File: src/rtl/seq_detect_pkg.sv
// Shared helpers for the parameterised serial pattern detector: width functions
// and elaboration-time KMP failure / next-state table construction.
package seq_detect_pkg;

    localparam int unsigned MAX_PAT_W = 16;
    localparam int unsigned TBL_W     = 5;   // holds prefix lengths 0..MAX_PAT_W
    localparam int unsigned IDX_W     = 4;   // indexes states 0..MAX_PAT_W-1

    typedef logic [MAX_PAT_W:0][TBL_W-1:0]        fail_tbl_t;
    typedef logic [MAX_PAT_W-1:0][1:0][TBL_W-1:0] next_tbl_t;

    typedef struct packed {
        fail_tbl_t fail;
        next_tbl_t nxt;
    } kmp_tbl_t;

    typedef enum logic [1:0] {
        STEP_HOLD,
        STEP_ADVANCE,
        STEP_MATCH
    } step_e;

    function automatic int unsigned clog2(input int unsigned v);
        int unsigned r;
        r = 0;
        while ((32'd1 << r) < v) r = r + 1;
        return r;
    endfunction

    function automatic int unsigned state_width(input int unsigned pat_w);
        return clog2(pat_w + 1);
    endfunction

    // Bit i of the pattern in arrival order (i = 0 is the first bit received).
    function automatic logic pbit(input logic [MAX_PAT_W-1:0] p,
                                  input int unsigned w, input int unsigned i);
        return p[IDX_W'(w - 1 - i)];
    endfunction

    function automatic kmp_tbl_t kmp_tables(input logic [MAX_PAT_W-1:0] pattern,
                                            input int unsigned pat_w);
        kmp_tbl_t    t;
        int unsigned k;
        t = '0;
        // fail[q] = longest proper border of the first q pattern bits
        for (int unsigned q = 1; q < pat_w; q++) begin
            k = 32'(t.fail[TBL_W'(q)]);
            while (k > 0 && pbit(pattern, pat_w, k) != pbit(pattern, pat_w, q))
                k = 32'(t.fail[TBL_W'(k)]);
            if (pbit(pattern, pat_w, k) == pbit(pattern, pat_w, q)) k = k + 1;
            t.fail[TBL_W'(q + 1)] = TBL_W'(k);
        end
        // nxt[s][b] may equal pat_w, which the caller treats as a match
        for (int unsigned s = 0; s < pat_w; s++) begin
            for (int unsigned b = 0; b < 2; b++) begin
                k = s;
                while (k > 0 && pbit(pattern, pat_w, k) != 1'(b))
                    k = 32'(t.fail[TBL_W'(k)]);
                if (pbit(pattern, pat_w, k) == 1'(b)) k = k + 1;
                t.nxt[IDX_W'(s)][1'(b)] = TBL_W'(k);
            end
        end
        return t;
    endfunction

endpackage

File: src/rtl/seq_detect_param_sat_counter.sv
// Saturating match counter; a clear coinciding with an increment yields 1.
module sat_counter
    import seq_detect_pkg::*;
#(
    parameter int unsigned CNT_W = 8
) (
    input  logic             clk,
    input  logic             rst,
    input  logic             inc,
    input  logic             clr,
    output logic [CNT_W-1:0] cnt,
    output logic             sat
);

    localparam logic [CNT_W-1:0] CNT_MAX = '1;

    always_ff @(posedge clk or posedge rst) begin
        if (rst) begin
            cnt <= '0;
        end else if (clr) begin
            cnt <= inc ? CNT_W'(1) : '0;
        end else if (inc && cnt != CNT_MAX) begin
            cnt <= cnt + CNT_W'(1);
        end
    end

    assign sat = (cnt == CNT_MAX);

endmodule

File: src/rtl/seq_detect_param.sv
// Serial pattern detector driven by an elaboration-time KMP table, with a
// registered match pulse and a saturating match counter.
module seq_detect_param
    import seq_detect_pkg::*;
#(
    parameter int unsigned             PAT_W   = 4,
    parameter logic [PAT_W-1:0]        PATTERN = 4'b1011,
    parameter int unsigned             OVERLAP = 1,
    parameter int unsigned             CNT_W   = 8,
    localparam int unsigned            SW      = state_width(PAT_W)
) (
    input  logic             clk,
    input  logic             rst,
    input  logic             inp,
    input  logic             in_valid,
    input  logic             clr_cnt,
    output logic             out,
    output logic [SW-1:0]    outputState,
    output logic [CNT_W-1:0] match_cnt,
    output logic             cnt_sat
);

    localparam kmp_tbl_t TBL = kmp_tables(MAX_PAT_W'(PATTERN), PAT_W);
    localparam logic [SW-1:0] MATCH_RELOAD =
        (OVERLAP != 0) ? SW'(TBL.fail[TBL_W'(PAT_W)]) : '0;

    logic [SW-1:0]    state;
    logic [SW-1:0]    state_nxt;
    logic             out_nxt;
    logic [TBL_W-1:0] k;
    step_e            step;

    // State register and match pulse
    always_ff @(posedge clk or posedge rst) begin
        if (rst) begin
            state <= '0;
            out   <= 1'b0;
        end else begin
            state <= state_nxt;
            out   <= out_nxt;
        end
    end

    // Table lookup; a full-length prefix is a match and reloads the border
    always_comb begin
        state_nxt = state;
        out_nxt   = 1'b0;
        k         = '0;
        step      = STEP_HOLD;
        if (in_valid) begin
            k    = TBL.nxt[IDX_W'(state)][inp];
            step = (k == TBL_W'(PAT_W)) ? STEP_MATCH : STEP_ADVANCE;
        end
        case (step)
            STEP_MATCH: begin
                out_nxt   = 1'b1;
                state_nxt = MATCH_RELOAD;
            end
            STEP_ADVANCE: state_nxt = SW'(k);
            default:      state_nxt = state;
        endcase
    end

    assign outputState = state;

    sat_counter #(
        .CNT_W (CNT_W)
    ) u_cnt (
        .clk (clk),
        .rst (rst),
        .inc (out_nxt),
        .clr (clr_cnt),
        .cnt (match_cnt),
        .sat (cnt_sat)
    );

endmodule

File: config.mk
export PLATFORM = sky130hd
export DESIGN_NAME = seq_detect_param
export DESIGN_NICKNAME = d
export VERILOG_FILES = /design/src/rtl/seq_detect_pkg.sv /design/src/rtl/seq_detect_param_sat_counter.sv /design/src/rtl/seq_detect_param.sv
export SDC_FILE = /design/constraint.sdc
export NUM_CORES = 1
export LEC_CHECK = 0
export BUFFER_PORTS_ARGS = -buffer_cell sky130_fd_sc_hd__buf_2
export CORE_MARGIN = 3
export CORE_UTILIZATION = 43
export CTS_CLUSTER_SIZE = 14
export DETAILED_ROUTE_END_ITERATION = 12
export PLACE_DENSITY_LB_ADDON = 0.25
export SLEW_MARGIN = 10
export SYNTH_ARGS = -nofsm -noshare
export SYNTH_HDL_FRONTEND = slang
export SYNTH_HIERARCHICAL = 1
export SYNTH_SLANG_ARGS = --single-unit
File: constraint.sdc
create_clock -name clk -period 2.6 [get_ports clk]
set_clock_uncertainty 0.2 [all_clocks]
set_input_delay 0.26 -clock clk [delete_from_list [all_inputs] [get_ports clk]]
set_output_delay 0.26 -clock clk [all_outputs]
set_load 0.005 [all_outputs]
==> impl_results.md <==
* Status: completed
* RePlAce Congestion at 0.828
* Placed inst area at 727 um2
* Core ar. at 0.00133 mm2
* Critical path buffer and inverter count at 0
* Vias in the first global route at 503
* Syn Nets at 69
* Hpwl dp at 1060 um
* Global-route wire length before repair at 2300 um
* CTS sink cnt at 12
* Reg-to-reg slack, setup at 610 ps
* Nets at 92
* Crit-path slowest cell: dfrtp_1
* Tot Pwr at 0.380 mW
* CP Class: reg -> reg
* Post_cts resized at 0
* Die ar. at 0.00194 mm2
* Worst Path Required at 2540 ps
* DRT Pass-1 Iters at 4
* Layout cell share with drive strength beyond 1 at 27.1%
* TritonCTS clock tree: yes
* CP cell instances: nand4b_1 -> nor2_1 -> nand4_2 -> o311ai_0 -> o41ai_1
* Post-Syn Area at 623 um2
* Sequential fraction of the synthesis area at 48.2%
* Slew HR at 68.8%
* Synth Register Bits at 12
* Post-synth cell types at 29
* CTS root buffer: clkbuf_4
* Mean Syn Cell Area at 9.89 um2
* Fmax at 0.502 GHz
* Final Hold Vio Count at 0
* Leakage at 0.386 nW
* Commonest cells after routing, fill and taps aside: buf_2, dfrtp_1, nand2_1
* Routed via count at 588
* Tmin final at 1990 ps
* Number of diodes at 0
* # IOs at 18
* Antenna Nets Post-Route at 0
* Clock Path Buffers at 2
* PwrDens at 492 mW/mm2
* Crit-path max FO at 8
* Slew @ Worst Pin at 466 ps
* Most common cell after layout, fill and taps aside: buf_2
* Fin util at 58.0%
* Reg clk slew, reported paths at 70 ps
* Pins Over Slew Limit at 0
* Final WL at 1420 um
* Placed insts at 95
* Synth warn at 6
* CP startpoint kind: register
* Non-filler instance count after layout at 100
* Crit. End Element: register
* Die Ht at 44.1 um
* CP top delay family: simple AND/OR/NAND/NOR gates
* Hold Crit Class: in -> reg
* Initial Util at 46.7%
* Area Growth Syn to Fin at 24.1%
* Final instance area at 773 um2
* Worst EP arrival at 1930 ps
* Global Route Usage Sum at 16.9%
* Crit-path max cell delay at 420 ps
* Synthesized instance count at 63
* Drt drc at 0
* Global route total overflow at 0
* Vias per cell at 5.88
* Largest net degree at the start of global routing at 9
* Num CTS Buffers at 3
* Setup TNS Final at 0 ps
* Row count at 13
* Die Width at 44.1 um
* RSZ-0062 raised after global routing: no
* MaxCap Viol Count at 0
* Routed WL per cell at 14.2 um
* VDD IR-drop max at 0.290 mV
* H-tree depth at 1
* Port bufs at 17
* Final setup violation count at 0
* Initial antenna violation count at 0
* Clk_lat worst skew at 270 ps
* Initial drt markers at 17
* Crit share post-route at 76.7%
cell type report:
type                    instances  area [um2]
clock buffers                   4        36.3
fillers                       125         561
repair buffers                 18        95.1
flip-flops and latches         12         300
multi-input cells              46         304
inverters                       5        18.8
well taps                      15        18.8
synth_stat cells:
master / number / area (um2)
a211oi_1: 3 / 22.5
a21oi_1: 4 / 20.0
a221o_2: 1 / 11.3
and3_1: 1 / 6.26
and4_1: 1 / 8.76
dfrtp_1: 12 / 300
ha_1: 1 / 12.5
inv_1: 5 / 18.8
mux2i_1: 1 / 10.0
nand2_1: 6 / 22.5
nand2b_1: 2 / 12.5
nand3_1: 3 / 15.0
nand3b_1: 1 / 7.51
nand4_1: 2 / 12.5
nand4_2: 1 / 12.5
nand4b_1: 1 / 8.76
nand4bb_1: 1 / 11.3
nor2_1: 2 / 7.51
nor2b_1: 2 / 12.5
nor3_1: 1 / 5.00
o21ai_0: 4 / 20.0
o21bai_1: 1 / 7.51
o311a_1: 1 / 10.0
o311ai_0: 1 / 8.76
o311ai_1: 1 / 8.76
o41ai_1: 1 / 8.76
or2b_1: 1 / 7.51
or3_1: 1 / 6.26
or4_1: 1 / 7.51
through the flow:
step	hold WS, ps	setup WS [ps]
after global placement	-40.3	731
after detailed placement	-33.4	622
final	17.1	607
after global routing	16.9	403
after CTS	7.09	606
after floorplan	-174	803
kinds of logic after synthesis:
group	after synthesis	share of synthesized area (%)
fa+ha+maj	1	2.01
mux	1	1.61
flops	12	48.2
buf+inv	5	3.01
simple gates	27	26.3
compound gates	17	18.9
worst reg2reg max path: stages, from the launching register on:
cell,delay (ps)
dfrtp_1,420
nand4b_1,180
nor2_1,380
nand4_2,220
o311ai_0,330
o41ai_1,150
where the power goes:
group	switching [mW]	internal [mW]	total [mW]
registers	0.00706	0.193	0.200
clock network	0.0624	0.0852	0.148
logic	0.0184	0.0145	0.0330
sequential cells by signal, summed over array words and instances, names as in the netlist:
register and flops:
u_cnt/cnt 8, out 1, outputState 3
worst paths after layout:
kind | from | depth (start not counted) | endpoint
setup / recovery | outputState[2] | 5 | u_cnt/cnt[7]
hold / removal | in_valid | 2 | outputState[2]
setup reg to reg | outputState[2] | 5 | u_cnt/cnt[7]
hold reg to reg | u_cnt/cnt[7] | 1 | u_cnt/cnt[7]
max in group asynchronous | rst | 3 | u_cnt/cnt[1]
min in group asynchronous | rst | 3 | out
timing repair:
action / CTS / global route
endpoints found under the setup margin: 0 / 0
endpoints found under the hold margin: 12 / 0
hold buffers: 1 / 0
setup buffers: 0 / 0
per-layer routing:
metal	up-vias	global-route usage, %	routed length (um)
met4	0	10.8	27
met2	25	23.8	648
met5	-	0	0
met1	277	22.1	635
met3	4	5.28	112
li1	282	-	-
(Power assumes the default switching activity.)
